## config.mk

```make
export PLATFORM = sky130hd
export DESIGN_NAME = multiplication_n_digit
export DESIGN_NICKNAME = d
export VERILOG_FILES = /design/src/rtl/mult_pkg.sv /design/src/rtl/mult_datapath_n.sv /design/src/rtl/mux2to1_n.sv /design/src/rtl/multiplication_n_digit.sv
export SDC_FILE = /design/constraint.sdc
export NUM_CORES = 1
export LEC_CHECK = 0
export ABC_AREA = 0
export CELL_PAD_IN_SITES_DETAIL_PLACEMENT = 1
export CELL_PAD_IN_SITES_GLOBAL_PLACEMENT = 1
export CORE_UTILIZATION = 48
export DETAILED_ROUTE_END_ITERATION = 6
export HOLD_SLACK_MARGIN = 0.05
export PLACE_DENSITY_LB_ADDON = 0.1
export SKIP_CTS_REPAIR_TIMING = 1
export SYNTH_ARGS = -nofsm -noshare
export SYNTH_HDL_FRONTEND = slang
export SYNTH_SLANG_ARGS = --single-unit
```

## constraint.sdc

```tcl
create_clock -name clk_i -period 26.1 [get_ports clk_i]
set_clock_uncertainty 0.15 [all_clocks]
set_input_delay 5.22 -clock clk_i [delete_from_list [all_inputs] [get_ports clk_i]]
set_output_delay 5.22 -clock clk_i [all_outputs]
set_load 0.005 [all_outputs]
```

## src/rtl/mult_pkg.sv

```systemverilog
`default_nettype none
// ---------------------------------------------------------------------------
// mult_pkg : shared types and sizing helper for the shift-add multiplier
// Rev 1.0
// ---------------------------------------------------------------------------
package mult_pkg;

  typedef enum logic [1:0] {
    IDLE = 2'd0,
    BUSY = 2'd1,
    DONE = 2'd2
  } mult_state_e;

  function automatic int mult_w(input int n, input int digit);
    return n + digit;
  endfunction

endpackage
`default_nettype wire

```

## src/rtl/mult_datapath_n.sv

```systemverilog
`default_nettype none
// ---------------------------------------------------------------------------
// mult_datapath_n : multiplicand/multiplier/accumulator registers and 2W adder
// Rev 1.0
// ---------------------------------------------------------------------------
module mult_datapath_n #(
  parameter int W = 48
) (
  input  logic           clk_i,
  input  logic           rst_i,
  input  logic           load_i,
  input  logic           step_i,
  input  logic [W-1:0]   a_i,
  input  logic [W-1:0]   b_i,
  output logic [2*W-1:0] next_acc_o
);

  logic [2*W-1:0] mcand_q;
  logic [W-1:0]   mplier_q;
  logic [2*W-1:0] acc_q;
  logic [2*W-1:0] addend;
  logic [2*W-1:0] sum;

  mux2to1_n #(
    .N (2*W)
  ) u_add_sel (
    .sel_i (mplier_q[0]),
    .d0_i  ({(2*W){1'b0}}),
    .d1_i  (mcand_q),
    .y_o   (addend)
  );

  // Cannot carry out: the largest product (2^W-1)^2 fits in 2W bits.
  assign sum        = acc_q + addend;
  assign next_acc_o = sum;

  always_ff @(posedge clk_i or posedge rst_i) begin
    if (rst_i) begin
      mcand_q  <= '0;
      mplier_q <= '0;
      acc_q    <= '0;
    end else if (load_i) begin
      mcand_q  <= {{W{1'b0}}, a_i};
      mplier_q <= b_i;
      acc_q    <= '0;
    end else if (step_i) begin
      acc_q    <= sum;
      mcand_q  <= {mcand_q[2*W-2:0], 1'b0};
      mplier_q <= {1'b0, mplier_q[W-1:1]};
    end
  end

endmodule
`default_nettype wire

```

## src/rtl/mux2to1_n.sv

```systemverilog
`default_nettype none
// ---------------------------------------------------------------------------
// mux2to1_n : N-bit two-input multiplexer (library cell)
// Rev 1.0
// ---------------------------------------------------------------------------
module mux2to1_n #(
  parameter int N = 8
) (
  input  logic         sel_i,
  input  logic [N-1:0] d0_i,
  input  logic [N-1:0] d1_i,
  output logic [N-1:0] y_o
);

  assign y_o = sel_i ? d1_i : d0_i;

endmodule
`default_nettype wire

```

## src/rtl/multiplication_n_digit.sv

```systemverilog
`default_nettype none
// ---------------------------------------------------------------------------
// multiplication_n_digit : sequential radix-2 fixed-point multiplier, W-cycle
// Rev 1.0
// ---------------------------------------------------------------------------
module multiplication_n_digit #(
  parameter int N     = 32,
  parameter int DIGIT = 16
) (
  input  logic                        clk_i,
  input  logic                        rst_i,
  input  logic                        start_i,
  input  logic [N-1:0]                a_int_i,
  input  logic [DIGIT-1:0]            a_frac_i,
  input  logic [N-1:0]                b_int_i,
  input  logic [DIGIT-1:0]            b_frac_i,
  output logic                        busy_o,
  output logic                        done_o,
  output logic [2*N-1:0]              p_int_o,
  output logic [2*DIGIT-1:0]          p_frac_o,
  output logic [$clog2(N+DIGIT)-1:0]  iter_o
);

  import mult_pkg::*;

  localparam int W  = mult_w(N, DIGIT);
  localparam int IW = $clog2(N + DIGIT);

  mult_state_e      state_q;
  logic [IW-1:0]    iter_q;
  logic [2*W-1:0]   p_q;
  logic [2*W-1:0]   next_acc;
  logic             load;
  logic             step;

  // DONE accepts a new request exactly like IDLE, giving back-to-back issue.
  assign load = start_i && ((state_q == IDLE) || (state_q == DONE));
  assign step = (state_q == BUSY);

  mult_datapath_n #(
    .W (W)
  ) u_datapath (
    .clk_i      (clk_i),
    .rst_i      (rst_i),
    .load_i     (load),
    .step_i     (step),
    .a_i        ({a_int_i, a_frac_i}),
    .b_i        ({b_int_i, b_frac_i}),
    .next_acc_o (next_acc)
  );

  always_ff @(posedge clk_i or posedge rst_i) begin
    if (rst_i) begin
      state_q <= IDLE;
      iter_q  <= '0;
      p_q     <= '0;
    end else begin
      case (state_q)
        IDLE, DONE: begin
          if (start_i) begin
            state_q <= BUSY;
            iter_q  <= IW'(W - 1);
          end else begin
            state_q <= IDLE;
          end
        end
        BUSY: begin
          iter_q <= iter_q - IW'(1);
          if (iter_q == '0) begin
            p_q     <= next_acc;
            state_q <= DONE;
          end
        end
        default: state_q <= IDLE;
      endcase
    end
  end

  assign busy_o   = (state_q == BUSY);
  assign done_o   = (state_q == DONE);
  assign p_int_o  = p_q[2*W-1:2*DIGIT];
  assign p_frac_o = p_q[2*DIGIT-1:0];
  assign iter_o   = iter_q;

endmodule
`default_nettype wire
```

==> out/summary.txt, run 1 <==
Maxcap violations - 0
Top-Level Pins - 203
Vias in the first global route - 18621
Net Count, Synth - 2466
Seq cells post-synth - 344
CP Launch Point - start_i
Drt drc - 36
Critical Path AT - 8.49 ns
Num CTS Buffers - 40
Layout area overhead - 18.4%
Status - complete, but fails checks
Register area share after synthesis - 43.0%
Bufs and invs on worst path - 3
Compound-cell area share of the yosys netlist - 22.1%
1st-iter DRT viols - 1186
Synth warn - 0
Final Util - 57.8%
Root Driver - clkbuf_16
Final setup fails - 0
VDD IR max - 0.0727 mV
Top cells by area, synth - dfrtp_1 (43%), nand2_1 (9.0%), ha_1 (6.1%), a22o_1 (5.5%), a21oi_1 (3.8%)
Pwr Density - 143 nW/um^2
Post-Syn Instances - 2269
TritonCTS clock tree - yes
Worst-path clk slew - 0.06 ns
Drt via density - 6.06
Remaining global-route overflow - 0
Setup TNS - 0 ns
CP dominant cell by count - buf_4
Final Power - 3.38 mW
Core area - 41000 sq um
Minimum hold slack - 0.322 ns
Post-synth ARST share - 100%
Critical path endpoint category - register
Die height - 206 um
Post-synth EDFFs - 0
Crit-path max FO - 90
Post-synthesis cell area - 20000 sq um
Leak pwr - 10.9 nW
R2R cell count - 13
Hold path start - p_q[55]
Crit path largest cell delay - 0.83 ns
Final Hold Viols - 0
Final WS setup - 17.96 ns
Count leader, synth - nand2_1
RSZ-0062 raised after global routing - false
Place WS - 17.32 ns
Achievable Freq - 123 MHz
Reg2reg start - u_datapath.mplier_q[0]
Most frequent cells after synthesis - nand2_1 (478), dfrtp_1 (344), a21oi_1 (151)
GRT Util Overall - 30.2%
Fin. max-slew vios - 0
Post-DP HPWL - 44300 um
Syn avg cell area - 8.82 sq um
Worst path slowest cell - buf_4
Nets@finish - 2578
Layout cell share with drive strength beyond 1 - 5.64%
Die ar. - 42500 sq um
WP depth - 6
Antenna violations before repair - 4
Drt pass-1 iters - 7
Fin crit share - 31.2%
Wire length of the first global-routing pass - 102000 um
Period minus WS final - 8.14 ns
Xor/xnor cell area share of the yosys netlist - 3.41%
H-tree Lvls - 2
Final ANT Viol Nets - 0
Clock Latency Late Sink - 0.58 ns
GPL Wtd Cong - 0.909
CP Class - in -> reg
Largest net degree at the start of global routing - 164
Worst endpoint required time - 26.45 ns
Post-Synth Simple-Gate Area - 19.9%
Sinks on the clock net - 344
Vias post-DR - 17853
Post-synth top area share - 43.0%
Site Rows - 74
Failing checks - DRC
# port buffers - 202
Initial Util - 48.8%
CP Launch Type - input pin
Post-DR wirelength/cell - 21.5 um
Count of cell types in the netlist - 67
Hold Path Cell Cnt - 2
HP Class - reg -> reg
Synth area leader - dfrtp_1
Least-Margin Pin Slew - 1.11 ns
CP Cell Sequence - clkdlybuf4s50_1 -> nor2b_4 -> nor2_4 -> buf_4 -> buf_4 -> a22o_1
Fillers - 4721
Final WL - 63300 um
Relative slew slack - 26.3%
Largest family of logic cells by synthesized area - compound AO/OA/AOI/OAI gates
Post-synthesis mux area share - 1.87%
Horiz. Die Dim - 206 um
Largest delay contributor family on the critical path - buffers and inverters
Dominant synthesized flop cell - dfrtp_1
Max Root-Sink Buffers - 3
Adder-cell share of the synthesized area - 6.17%
[worst paths after layout]
kind | to | slack [ns]
setup / recovery | u_datapath.acc_q[73] | 17.96
hold / removal | p_q[55] | 0.32
setup reg to reg | p_q[94] | 20.64
hold reg to reg | p_q[55] | 0.32
max in group asynchronous | u_datapath.mplier_q[20] | 18.59
min in group asynchronous | p_q[29] | 5.01
[sequential cells by signal, summed over array words and instances, names as in the netlist]
| name | count |
|---|---|
| iter_o | 6 |
| u_datapath.mcand_q | 96 |
| state_q | 2 |
| u_datapath.mplier_q | 48 |
| p_q | 96 |
| u_datapath.acc_q | 96 |
[routing by layer]
metal  wire length [um]  GRT usage, %  up-vias
met2              29900          49.1      384
met3               3080          4.79       87
li1                   -             -     8315
met5                 13             0        -
met1              28900          41.5     9065
met4               1400          8.74        2
[power by group]
| part | switching, mW | total [mW] | internal [mW] |
|---|---|---|---|
| registers | 0.171 | 0.955 | 0.784 |
| clock network | 0.241 | 0.598 | 0.357 |
| logic | 1.10 | 1.83 | 0.733 |
[worst min-delay path, cell delays in order (launching register included)]
cell	delay (ns)
dfrtp_1	0.34
nand2_1	0.05
nand2_1	0.05
[layout by cell type, fill, tap and decap left out, types with 68 or more instances in the layout]
| master | instances |
|---|---|
| nand2_1 | 477 |
| dfrtp_1 | 343 |
| clkdlybuf4s50_1 | 202 |
| a21oi_1 | 151 |
| a22o_1 | 126 |
| nor2_1 | 125 |
| and2_1 | 100 |
| ha_1 | 97 |
| o21ai_0 | 79 |
| a31oi_1 | 68 |
[layout make-up]
cell class	instances	area [sq um]	area share (%)
Tap cell	532	666	2.81
Clock buffer	53	1130	4.78
Inverter	38	156	0.660
Sequential cell	344	8610	36.3
Antenna cell	3	7.51	0.0317
Multi-Input combinational cell	1742	10700	45.3
Timing Repair Buffer	215	2130	9.00
Clock inverter	21	254	1.07
[logic make-up after synthesis]
group	Yosys count
and+or+nand+nor	886
buffers and inverters	183
muxes	34
DFF	344
xor gates and xnor gates	78
AOI/OAI and AO/OA	646
adders and majority gates	98
[stage by stage]
stage | cells | cell area (sq um)
2_1_floorplan | 2269 | 20000
3_3_place_gp | 2871 | 22300
3_5_place_dp | 2871 | 22300
4_1_cts | 2945 | 23700
5_1_grt | 2945 | 23700
6_report | 2948 | 23700
Power figures use the tool's default switching activity.
==> run 2: changes to the inputs <==
--- a/config.mk
+++ b/config.mk
@@ -8,7 +8,7 @@
 export ABC_AREA = 0
 export CELL_PAD_IN_SITES_DETAIL_PLACEMENT = 1
 export CELL_PAD_IN_SITES_GLOBAL_PLACEMENT = 1
-export CORE_UTILIZATION = 48
+export CORE_UTILIZATION = 44
 export DETAILED_ROUTE_END_ITERATION = 6
 export HOLD_SLACK_MARGIN = 0.05
 export PLACE_DENSITY_LB_ADDON = 0.1
==> constraint.sdc (replaced) <==
create_clock -name clk_i -period 8.3 [get_ports clk_i]
set_clock_uncertainty 0.15 [all_clocks]
set_input_delay 1.66 -clock clk_i [delete_from_list [all_inputs] [get_ports clk_i]]
set_output_delay 1.66 -clock clk_i [all_outputs]
set_load 0.005 [all_outputs]
==> run 2 against run 1 <==
The run now ends clean. Hold slack hardly changed. Combinational power rose to 3.1 times the previous value. Wire length increased by 2.3%. Final area rose by 0.39%. Sequential power increased to 3.2 times the previous value. Register-to-register slack lost 18 ns.
==> out/summary.txt, run 2 (synthesis results as in run 1) <==
Worst path slowest cell - dfrtp_2
Drt drc - 0 (-100%)
Status - finished, final reports clean
GPL Wtd Cong - 0.922 (+1.5%)
Hold path start - p_q[53]
Final Hold Viols - 0 (unchanged)
Root Driver - clkbuf_16
TritonCTS clock tree - yes
Worst-path clk slew - 0.07 ns (about the same)
Crit path largest cell delay - 0.75 ns (-0.08 ns)
Clock Latency Late Sink - 0.57 ns (about the same)
Horiz. Die Dim - 215 um (+4.4%)
Drt pass-1 iters - 5 (-2)
Remaining global-route overflow - 0 (unchanged)
Layout cell share with drive strength beyond 1 - 5.72% (+0.081 points)
Fillers - 5145 (+9.0%)
VDD IR max - 0.219 mV (+200%)
Placed cell count - 2933 (+2.2%)
Drt via density - 5.92 (-2.2%)
Die height - 215 um (+4.4%)
Layout area overhead - 18.9%
Layer carrying the most global-route usage - met2
CP Class - reg -> reg
Relative slew slack - 23.2% (-3.1 points)
CP Launch Type - register
# port buffers - 202 (unchanged)
Bufs and invs on worst path - 1 (-2)
Post-route insts no fill - 3007 (+2.0%)
Leak pwr - 10.9 nW (about the same)
Num CTS Buffers - 40 (unchanged)
Maxcap violations - 0 (unchanged)
Global Route met2 Usage - 44.9% (-4.2 points)
Fin crit share - 63.2%
Hold Path Cell Cnt - 2 (unchanged)
Setup TNS - 0 ns (unchanged)
Hold path endpoint - p_q[53]
1st-iter DRT viols - 1199 (+1.1%)
Vias post-DR - 17816 (-0.21%)
H-tree Lvls - 2 (unchanged)
Vias in the first global route - 18868 (+1.3%)
R2R cell count - 13 (unchanged)
HP Class - reg -> reg
Sinks on the clock net - 344 (unchanged)
Final ANT Viol Nets - 0 (unchanged)
Most common cell after layout, fill and taps aside - nand2_1
Final setup fails - 0 (unchanged)
Die ar. - 46300 sq um (+9.0%)
CP Cell Sequence - buf_4 -> and2_1 -> ha_1 -> a21o_1 -> a31o_2 -> a31oi_1 -> o21ai_0 -> a21oi_1 -> o21a_1 -> o21ai_2 -> a21boi_0 -> xnor2_1 -> mux2_2
Critical Path AT - 5.54 ns (-2.95 ns)
Final WL - 64700 um (+2.3%)
Antenna violations before repair - 1 (-3)
Achievable Freq - 191 MHz
Critical path endpoint category - register
Period minus WS final - 5.25 ns
Worst endpoint required time - 8.59 ns (-17.86 ns)
Core area - 44500 sq um (+8.5%)
Post-DP HPWL - 45700 um (+3.2%)
Flop2flop setup slack - 3.05 ns (-17.59 ns)
Commonest non-fill, non-tap cells in the layout - nand2_1 (477), dfrtp_1 (343), clkdlybuf4s50_1 (202), a21oi_1 (151), a22o_1 (126)
Top Registers - p_q x96, u_datapath.acc_q x96, u_datapath.mcand_q x96
Pwr Density - 448 nW/um^2 (+210%)
Reg2reg start - u_datapath.mplier_q[0]
Largest net degree at the start of global routing - 162 (-1.2%)
RSZ-0062 raised after global routing - false
Top-Level Pins - 203 (unchanged)
Least-Margin Pin Slew - 1.15 ns (+0.0434 ns)
Fin. max-slew vios - 0 (unchanged)
Initial Util - 45.0% (-3.8 points)
Wire length of the first global-routing pass - 105000 um (+3.1%)
GRT Util Overall - 28.1% (-2.1 points)
Post-DR wirelength/cell - 21.5 um (+0.29%)
Max Root-Sink Buffers - 3 (unchanged)
Site Rows - 77 (+4.1%)
Largest delay contributor family on the critical path - compound AO/OA/AOI/OAI gates
Crit-path max FO - 57 (-37%)
Nets@finish - 2580 (+0.078%)
GR Util met3 - 4.12% (-0.67 points)
Met1 usage - 39.9% (-1.6 points)
Reg2Reg Capture Point - p_q[82]
[run 2: report_power, final]
group / internal, mW / switching (mW)
Clock: 1.12 / 0.766
Combinational: 2.31 / 3.43
Sequential: 2.46 / 0.564
[run 2: layout make-up]
type	count	area, sq um	area share, %
repair buffers	217	2160	9.08
clock buffers	56	1170	4.93
well taps	592	741	3.11
clock inverters	17	211	0.889
multi-input cells	1742	10700	45.1
flip-flops and latches	344	8610	36.2
inverters	38	153	0.642
diodes	1	2.50	0.0105
[run 2: tightest hold or removal path: stages (launching register included)]
cell and delay, ns:
dfrtp_1 0.34, nand2_1 0.05, nand2_1 0.05
[run 2: layer usage]
| metal | wire [um] | vias up |
|---|---|---|
| met5 | 0 | - |
| met4 | 1370 | 0 |
| met3 | 3030 | 78 |
| met2 | 29900 | 393 |
| met1 | 30400 | 9032 |
| li1 | - | 8313 |
[run 2: metrics by stage]
step	power (mW)	utilization [%]	area [sq um]	hold WS [ns]	setup WS, ns
floorplan	6.83	-	20000	0.297	1.89
global placement	8.54	50.3	22400	0.307	3.26
detailed placement	8.72	50.3	22400	0.313	3.09
CTS	10.7	53.4	23800	0.328	3.04
global route	11.4	53.4	23800	0.343	2.68
finish	10.7	53.4	23800	0.322	3.05
[run 2: worst max path at each step]
| stage | slack (ns) | depth (start not counted) | start | end |
|---|---|---|---|---|
| after floorplan | 1.89 | 1 | rst_i | iter_o[0] |
| final | 3.05 | 13 | u_datapath.mplier_q[0] | p_q[82] |
| after CTS | 3.04 | 13 | u_datapath.mplier_q[0] | p_q[82] |
| after global placement | 3.26 | 13 | u_datapath.mplier_q[0] | p_q[76] |
| after detailed placement | 3.09 | 13 | u_datapath.mplier_q[0] | p_q[82] |
| after global routing | 2.68 | 13 | u_datapath.mplier_q[0] | p_q[82] |
==> edit, RTL diff (config.mk and constraints of run 1) <==
Register the inputs `start_i`, `a_int_i`, `a_frac_i`, `b_int_i` and `b_frac_i` before use. The logic sees them one clock later.
--- a/src/rtl/multiplication_n_digit.sv
+++ b/src/rtl/multiplication_n_digit.sv
@@ -26,6 +26,20 @@
   localparam int W  = mult_w(N, DIGIT);
   localparam int IW = $clog2(N + DIGIT);
 
+  logic start_q;
+  logic [N-1:0] a_int_q;
+  logic [DIGIT-1:0] a_frac_q;
+  logic [N-1:0] b_int_q;
+  logic [DIGIT-1:0] b_frac_q;
+
+  always_ff @(posedge clk_i) begin
+    start_q  <= start_i;
+    a_int_q  <= a_int_i;
+    a_frac_q <= a_frac_i;
+    b_int_q  <= b_int_i;
+    b_frac_q <= b_frac_i;
+  end
+
   mult_state_e      state_q;
   logic [IW-1:0]    iter_q;
   logic [2*W-1:0]   p_q;
@@ -34,7 +48,7 @@
   logic             step;
 
   // DONE accepts a new request exactly like IDLE, giving back-to-back issue.
-  assign load = start_i && ((state_q == IDLE) || (state_q == DONE));
+  assign load = start_q && ((state_q == IDLE) || (state_q == DONE));
   assign step = (state_q == BUSY);
 
   mult_datapath_n #(
@@ -44,8 +58,8 @@
     .rst_i      (rst_i),
     .load_i     (load),
     .step_i     (step),
-    .a_i        ({a_int_i, a_frac_i}),
-    .b_i        ({b_int_i, b_frac_i}),
+    .a_i        ({a_int_q, a_frac_q}),
+    .b_i        ({b_int_q, b_frac_q}),
     .next_acc_o (next_acc)
   );
 
@@ -57,7 +71,7 @@
     end else begin
       case (state_q)
         IDLE, DONE: begin
-          if (start_i) begin
+          if (start_q) begin
             state_q <= BUSY;
             iter_q  <= IW'(W - 1);
           end else begin
Function: changed (Yosys sat finds a counterexample within 4 cycles, from zero or initial values and one cycle with rst_i high).
==> edit against run 1 <==
Worst setup slack better by 390 ps. Synthesized area is 8.0% higher. Final area is 8.0% higher. Routed wire length is 2.2% higher. Critical path depth is 2 lower. Maximum frequency is 5.1% higher. Power is 0.53% lower. Sequential cell count is 97 higher. Via count is 0.29% higher. Critical endpoint is now u_datapath.mcand_q[40]. Highest routed layer is now met4.
==> edit: results (changes against run 1) <==
metric	value	unit	change
met1_usage	39.5	%	was 41.5%
worstPathMaxFanout	161		was 90
grtUsageMet3	3.56	%	was 4.79%
grt_first_pass_wirelength	106000	um	was 102,000 um
firstDrtPassIters	5		was 7
fill_cells	4949		was 4,721
vias	17904		was 17,853
grt_pass1_vias	18866		was 18,621
arrival	8180	ps	was 8490 ps
dp_hpwl	44100	um	was 44,300 um
drt-initial-drc-count	1195		was 1,186
yosysUniqueCellTypes	76		was 67
wl	64700	um	was 63,300 um
async_flop_share	78.0	%	was 100%
tightest_slew	1130	ps	was 1110 ps
antenna_found_initial	0		was 4
grt_use_total	28.4	%	was 30.2%
status	finished clean		was finished with violations
p_int	1960	uW	was 1870 uW
synth_common_cells	nand2_1 (473), dfrtp_1 (344), a21oi_1 (128)		was nand2_1 (478), dfrtp_1 (344), a21oi_1 (151)
ys_seq_area_share	48.8	%	was 43.0%
final_nets	2604		was 2,578
p_leak	0.0119	uW	was 0.0109 uW
synthTopCellsByArea	dfrtp_1 (40%), dfxtp_1 (9.0%), nand2_1 (8.2%)		was dfrtp_1 (43%), nand2_1 (9.0%), ha_1 (6.1%)
grt_max_degree	162		was 164
edit: per-layer routing:
metal	vias up	wire, um
met2	359	30700
met4	0	1720
met1	9091	29900
li1	8350	-
met5	-	0
met3	104	2420
edit: cell families (layout without fill, tap and decap cells):
| group | Yosys count | in the layout | share of synthesized area, % |
|---|---|---|---|
| AND/OR/NAND/NOR | 820 | 820 | 17.0 |
| AO/OA/AOI/OAI | 636 | 636 | 20.7 |
| flip-flops | 441 | 441 | 48.8 |
| buffers and inverters | 176 | 344 | 3.14 |
| adder cells (fa/ha/maj) | 98 | 98 | 5.71 |
| XOR/XNOR | 77 | 77 | 3.12 |
| multiplexers | 31 | 31 | 1.59 |
edit: path summary, 6_finish.rpt:
path	start	end	slack [ps]	cells after the start
max in group clk_i	state_q[1]	busy_o	18690	3
worst min-delay path	b_frac_q[0]	u_datapath.mplier_q[0]	290	2
worst min register to register	b_frac_q[0]	u_datapath.mplier_q[0]	290	2
worst max-delay path	rst_i	u_datapath.mcand_q[40]	18350	4
min in group asynchronous	rst_i	p_q[31]	4990	2
worst max register to register	u_datapath.mplier_q[0]	p_q[89]	20440	12
edit: worst max-delay path: stages:
cell and delay [ps]:
clkdlybuf4s50_1 490, inv_8 530, buf_12 670, buf_4 860
edit: final cells by class:
class,instances,share of cell area [%]
Sequential cell,441,41.2
Multi-Input combinational cell,1662,40.7
Timing Repair Buffer,216,8.36
Clock buffer,70,5.41
Tap cell,592,2.90
Clock inverter,20,0.763
Inverter,38,0.611
edit: power groups by stage:
| stage | combinational (uW) | sequential (uW) | clock [uW] |
|---|---|---|---|
| 6_report | 1590 | 1090 | 686 |
| 5_1_grt | 1750 | 1120 | 727 |
| 4_1_cts | 1590 | 1090 | 699 |
| 3_5_place_dp | 1570 | 1090 | 0 |
| 3_3_place_gp | 1520 | 1080 | 0 |
| 2_1_floorplan | 1100 | 1040 | 0 |
edit: per-stage QoR:
| stage | setup WS (ps) | total power, uW | cell area [sq um] | hold WS (ps) | std cells |
|---|---|---|---|---|---|
| CTS | 18340 | 3370 | 25600 | 292 | 3039 |
| global placement | 17720 | 2600 | 24000 | 276 | 2949 |
| finish | 18350 | 3370 | 25600 | 291 | 3039 |
| floorplan | 11190 | 2140 | 21600 | 272 | 2279 |
| detailed placement | 17690 | 2670 | 24000 | 285 | 2949 |
| global route | 17990 | 3590 | 25600 | 320 | 3039 |
